`src/rtl/prog_sequencer.sv`:
```
// prog_sequencer: run controller in front of the core. It walks a fixed table
// of program start addresses. For each entry it holds the core in Start for
// START_LEN cycles, releases it, and waits for Halt or the watchdog. It then
// parks the core for one cycle and moves on to the next entry.
//
// Ports:
//   CLK, RST_N   clock / asynchronous active-low reset
//   Go           run the whole table (sampled in IDLE and DONE only)
//   StartTable   packed start addresses, entry i at [i*ADDR_W +: ADDR_W]
//   Halt         core finished the current program (sampled in RUN only)
//   Start        hold-in-start to the core (low only in RUN)
//   Start_Addr   start address of the current program
//   ProgIdx      index of the current / most recent program
//   Busy, Done   pass in progress / pass complete
//   LastCycles   RUN-cycle count of the last finished program
//   TimedOut     sticky watchdog flag for the current pass
module prog_sequencer #(
  parameter int          NUM_PROGS = 3,
  parameter int          ADDR_W    = 8,
  parameter int          START_LEN = 2,
  parameter logic [15:0] TIMEOUT   = 16'd4000
) (
  input  logic                          CLK,
  input  logic                          RST_N,
  input  logic                          Go,
  input  logic [NUM_PROGS*ADDR_W-1:0]   StartTable,
  input  logic                          Halt,
  output logic                          Start,
  output logic [ADDR_W-1:0]             Start_Addr,
  output logic [2:0]                    ProgIdx,
  output logic                          Busy,
  output logic                          Done,
  output logic [15:0]                   LastCycles,
  output logic                          TimedOut
);

  typedef enum logic [2:0] {S_IDLE, S_LAUNCH, S_RUN, S_NEXT, S_DONE} state_t;

  localparam int LW = (START_LEN > 1) ? $clog2(START_LEN) : 1;

  state_t          state, state_n;
  logic [2:0]      idx, idx_n;
  logic [LW-1:0]   lcnt, lcnt_n;
  logic [15:0]     cyc, cyc_n, cyc_inc;
  logic [15:0]     last, last_n;
  logic            tout, tout_n;

  // Table padded to 8 entries so the 3-bit index always selects in range.
  logic [ADDR_W-1:0] tbl [8];
  for (genvar i = 0; i < 8; i++) begin : g_tbl
    if (i < NUM_PROGS) begin : g_used
      assign tbl[i] = StartTable[i*ADDR_W +: ADDR_W];
    end else begin : g_pad
      assign tbl[i] = '0;
    end
  end

  // Saturating RUN counter; the count reported is always this value.
  assign cyc_inc = (cyc == 16'hFFFF) ? cyc : cyc + 16'd1;

  always_comb begin
    state_n = state;
    idx_n   = idx;
    lcnt_n  = lcnt;
    cyc_n   = cyc;
    last_n  = last;
    tout_n  = tout;
    case (state)
      S_IDLE, S_DONE: begin
        if (Go) begin
          state_n = S_LAUNCH;
          idx_n   = 3'd0;
          lcnt_n  = '0;
          last_n  = 16'd0;
          tout_n  = 1'b0;
        end
      end
      S_LAUNCH: begin
        if (lcnt == LW'(START_LEN-1)) begin
          state_n = S_RUN;
          cyc_n   = 16'd0;
        end else begin
          lcnt_n = lcnt + 1'b1;
        end
      end
      S_RUN: begin
        cyc_n = cyc_inc;
        // Halt takes priority over a watchdog expiry in the same cycle.
        if (Halt) begin
          last_n  = cyc_inc;
          state_n = S_NEXT;
        end else if (cyc_inc == TIMEOUT) begin
          last_n  = TIMEOUT;
          tout_n  = 1'b1;
          state_n = S_NEXT;
        end
      end
      S_NEXT: begin
        if (idx == 3'(NUM_PROGS-1)) begin
          state_n = S_DONE;
        end else begin
          idx_n   = idx + 3'd1;
          lcnt_n  = '0;
          state_n = S_LAUNCH;
        end
      end
      default: state_n = S_IDLE;
    endcase
  end

  always_ff @(posedge CLK or negedge RST_N) begin
    if (!RST_N) begin
      state <= S_IDLE;
      idx   <= 3'd0;
      lcnt  <= '0;
      cyc   <= 16'd0;
      last  <= 16'd0;
      tout  <= 1'b0;
    end else begin
      state <= state_n;
      idx   <= idx_n;
      lcnt  <= lcnt_n;
      cyc   <= cyc_n;
      last  <= last_n;
      tout  <= tout_n;
    end
  end

  // Everything below is decoded from registers only.
  assign Start      = (state != S_RUN);
  assign Busy       = (state == S_LAUNCH) || (state == S_RUN) || (state == S_NEXT);
  assign Done       = (state == S_DONE);
  assign ProgIdx    = idx;
  assign Start_Addr = tbl[idx];
  assign LastCycles = last;
  assign TimedOut   = tout;

endmodule

```
`config.mk`:
```
export PLATFORM = sky130hd
export DESIGN_NAME = prog_sequencer
export DESIGN_NICKNAME = d
export VERILOG_FILES = /design/src/rtl/prog_sequencer.sv
export SDC_FILE = /design/constraint.sdc
export NUM_CORES = 1
export LEC_CHECK = 0
export BUFFER_PORTS_ARGS = -buffer_cell sky130_fd_sc_hd__buf_2
export CAP_MARGIN = 20
export CORE_MARGIN = 3
export CORE_UTILIZATION = 49
export DETAILED_ROUTE_END_ITERATION = 7
export MAX_ROUTING_LAYER = met4
export PLACE_DENSITY = 0.76
export SYNTH_ARGS = -nofsm -noshare
export SYNTH_HDL_FRONTEND = slang
export SYNTH_SLANG_ARGS = --single-unit
```
`constraint.sdc`:
```
create_clock -name CLK -period 2.63 [get_ports CLK]
set_clock_uncertainty 0.2 [all_clocks]
set_input_delay 0.1315 -clock CLK [delete_from_list [all_inputs] [get_ports CLK]]
set_output_delay 0.1315 -clock CLK [all_outputs]
set_load 0.02 [all_outputs]
```
==> reports/qor.yml <==
outcome:
  status: "finished, final reports clean"
clocking:
  cts_tree: "built"
  cts_buffers: 5
  path_clk_slew_ns: 0.09
  cts-root-buf: "clkbuf_8"
  clock_latency_ns: 0.30
  htree_levels: 2
  clock_sinks: 40
  clockBufferDepth: 2
cells_and_area:
  multi_input_area_sq_mm: 0.001578
  diodes: 0
  utilization_pct: 63.75
  drive_gt1_share_pct: 27.88
  final_area_sq_mm: 0.003318
  area_delta_synth_final_pct: 23.06
  nets: 421
  fillers: 452
  seq_area_sq_mm: 0.001003
detailed_routing:
  wl_per_cell_microns: 16.74
  drt_iter0_markers: 273
  drc: 0
  avgViaCountPerCell: 5.866
  drtPass1Iterations: 4
  routed_wl_microns: 7718
  ant_nets: 0
  vias: 2704
grt:
  grt_max_degree: 41
  grt_use_met3_pct: 4.933
  grt_overflow: 0
  grt_usage_pct: 25.12
  antenna_found_initial: 0
  grt.busiest_layer: "met2"
  met2_usage_pct: 42.55
  grt_pass1_wl_microns: 12250
  use_met1_pct: 29.99
  first_global_vias: 2523
synthesis:
  synth_largest_area_cell: "dfrtp_1"
  synth-main-ff-cell: "dfrtp_1"
  syn_area_sq_mm: 0.002696
  ys_seq_elements: 40
  synth_nets: 354
  synth_top_area_share_pct: 37.12
  synth_edf_count: 0
  ys_types: 53
  synth_warnings: 0
  ys_seq_area_share_pct: 37.12
  avgSynthCellArea_sq_um: 8.348
  synthTopCellsByArea: "dfrtp_1, nand2_1, mux2i_1, o21ai_0, nor2_1"
  syn_inst: 323
  yosysMostFrequentCell: "nand2_1"
  synth_common_cells: "nand2_1, dfrtp_1, nor2_1"
  synthArstFlopShare_pct: 100.0
timing:
  maxSlewHeadroom_pct: 40.98
  rsz0062_at_grt: "no"
  finalWorstSetupSlack_ns: 0.05893
  min_period_ns: 2.571
  fmax_ghz: 0.3889
  fin_crit_sh_pct: 97.76
  tightest_slew_ns: 0.8854
  drv_slew: 0
  tns_ns: 0
  final_hold_viol_count: 0
  finalSetupViolCount: 0
place:
  dp_slack_ns: 0.1058
  placedInstanceArea_sq_mm: 0.003102
  place.gp.congestion: 1.013
  numPortBuffers: 58
  place_hpwl_microns: 5486
min_path:
  hold_path.class: "primary input to register"
critical_path:
  cp_cell_sequence: "ha_2, buf_4, or4b_1, mux2i_1, o2111ai_2, or4_4, a21boi_2"
  crit_arrival_ns: 2.61
  crit_fanout: 7
  cp-start-kind: "register"
  crit_required_ns: 2.67
  cp_slowest_cell: "or4b_1"
  critPathMaxStageDelay_ns: 0.54
  crit_type: "register to register"
  end_kind: "register"
floorplan:
  io-pin-count: 59
  core_area_sq_mm: 0.005205
  die_y_microns: 80.18
  die_area_sq_mm: 0.006429
  start_util_pct: 51.80
  die_x_microns: 80.18
  rows: 26
power_and_ir_drop:
  power_density_mw_per_mm2: 761.7
  max-vdd-ir-drop_uv: 683.2
  p_leak_nw: 1.596
  finalPower_mw: 2.527
run:
  maxCapViolCount: 0
==> per-stage QoR <==
stage / std cells / hold WS [ns]
after floorplan: 323 / -0.3641
after global placement: 447 / 0.09320
after detailed placement: 447 / 0.1056
after CTS: 457 / 0.09936
after global routing: 461 / 0.1408
final: 461 / 0.1187
==> sequential cells by signal (all words and copies together) (netlist names) <==
signal,cells
LastCycles,16
cyc,16
TimedOut,1
ProgIdx,3
state,3
lcnt,1
==> area by class of cell <==
type | instances | area share (%)
multi-input combinational | 249 | 47.55
clock inverter | 3 | 1.433
timing repair buffer | 85 | 15.05
sequential | 40 | 30.24
clock buffer | 5 | 2.074
inverter | 9 | 1.018
tap | 70 | 2.640
==> power by group <==
part | internal, mW | switching, mW
sequential | 0.693 | 0.101
combinational | 0.434 | 0.765
clock | 0.286 | 0.248
total | 1.41 | 1.11
==> per-layer routing <==
metal / part of all wire, % / vias to the layer above / wire (microns)
met5: 0 / - / 0
met4: 2.7 / 0 / 206
met1: 40 / 1288 / 3083
met2: 50 / 119 / 3838
met3: 7.6 / 19 / 589
li1: - / 1278 / -
==> cells by family (layout without fill, tap and decap cells) <==
kind of cell / after synthesis / in the layout / share of synthesized area [%]
AO/OA/AOI/OAI: 83 / 83 / 19.12
XOR/XNOR: 15 / 15 / 4.873
adder cells (fa/ha/maj): 3 / 3 / 1.392
buffers and inverters: 34 / 102 / 6.079
flip-flops: 40 / 40 / 37.12
multiplexers: 16 / 16 / 5.940
AND/OR/NAND/NOR: 132 / 132 / 25.48
==> what timing repair did <==
item,4_1_cts,5_1_grt
hold buffers,2,0
setup buffers,0,3
gates resized for setup,0,12
endpoints found under the setup margin,0,9
hold endpoints to repair,42,0
==> worst max-delay path, delay by kind of cell, from the launching register on <==
| kind | cells | cell delay [ns] |
|---|---|---|
| AND/OR/NAND/NOR | 2 | 1.05 |
| flip-flops | 1 | 0.39 |
| AO/OA/AOI/OAI | 2 | 0.34 |
| adder cells (fa/ha/maj) | 1 | 0.21 |
| multiplexers | 1 | 0.18 |
| buffers and inverters | 1 | 0.14 |
==> path summary, 6_finish.rpt <==
| path | cells past startpoint | slack (ns) | from | to |
|---|---|---|---|---|
| setup / recovery | 7 | 0.06 | cyc[0]$_DFFE_PN0P_ | TimedOut$_DFFE_PN0P_ |
| hold / removal | 4 | 0.12 | Halt | TimedOut$_DFFE_PN0P_ |
| setup reg to reg | 7 | 0.06 | cyc[0]$_DFFE_PN0P_ | TimedOut$_DFFE_PN0P_ |
| hold reg to reg | 2 | 0.32 | LastCycles[8]$_DFFE_PN0P_ | LastCycles[8]$_DFFE_PN0P_ |
| max in group asynchronous | 2 | 1.33 | RST_N | cyc[2]$_DFFE_PN0P_ |
| min in group asynchronous | 2 | 0.29 | RST_N | LastCycles[15]$_DFFE_PN0P_ |
==> placed cells by master, fill, tap and decap left out, types with 8 or more instances in the layout <==
cell / synthesis / routed
buf_2: 5 / 59
nand2_1: 45 / 45
dfrtp_1: 40 / 38
nor2_1: 31 / 31
o21ai_0: 26 / 26
buf_4: 6 / 23
a21oi_1: 21 / 21
mux2i_1: 16 / 16
inv_1: 9 / 9
xnor2_1: 9 / 9
nand3_1: 8 / 8
nor3_1: 8 / 8
Power figures use the tool's default switching activity.
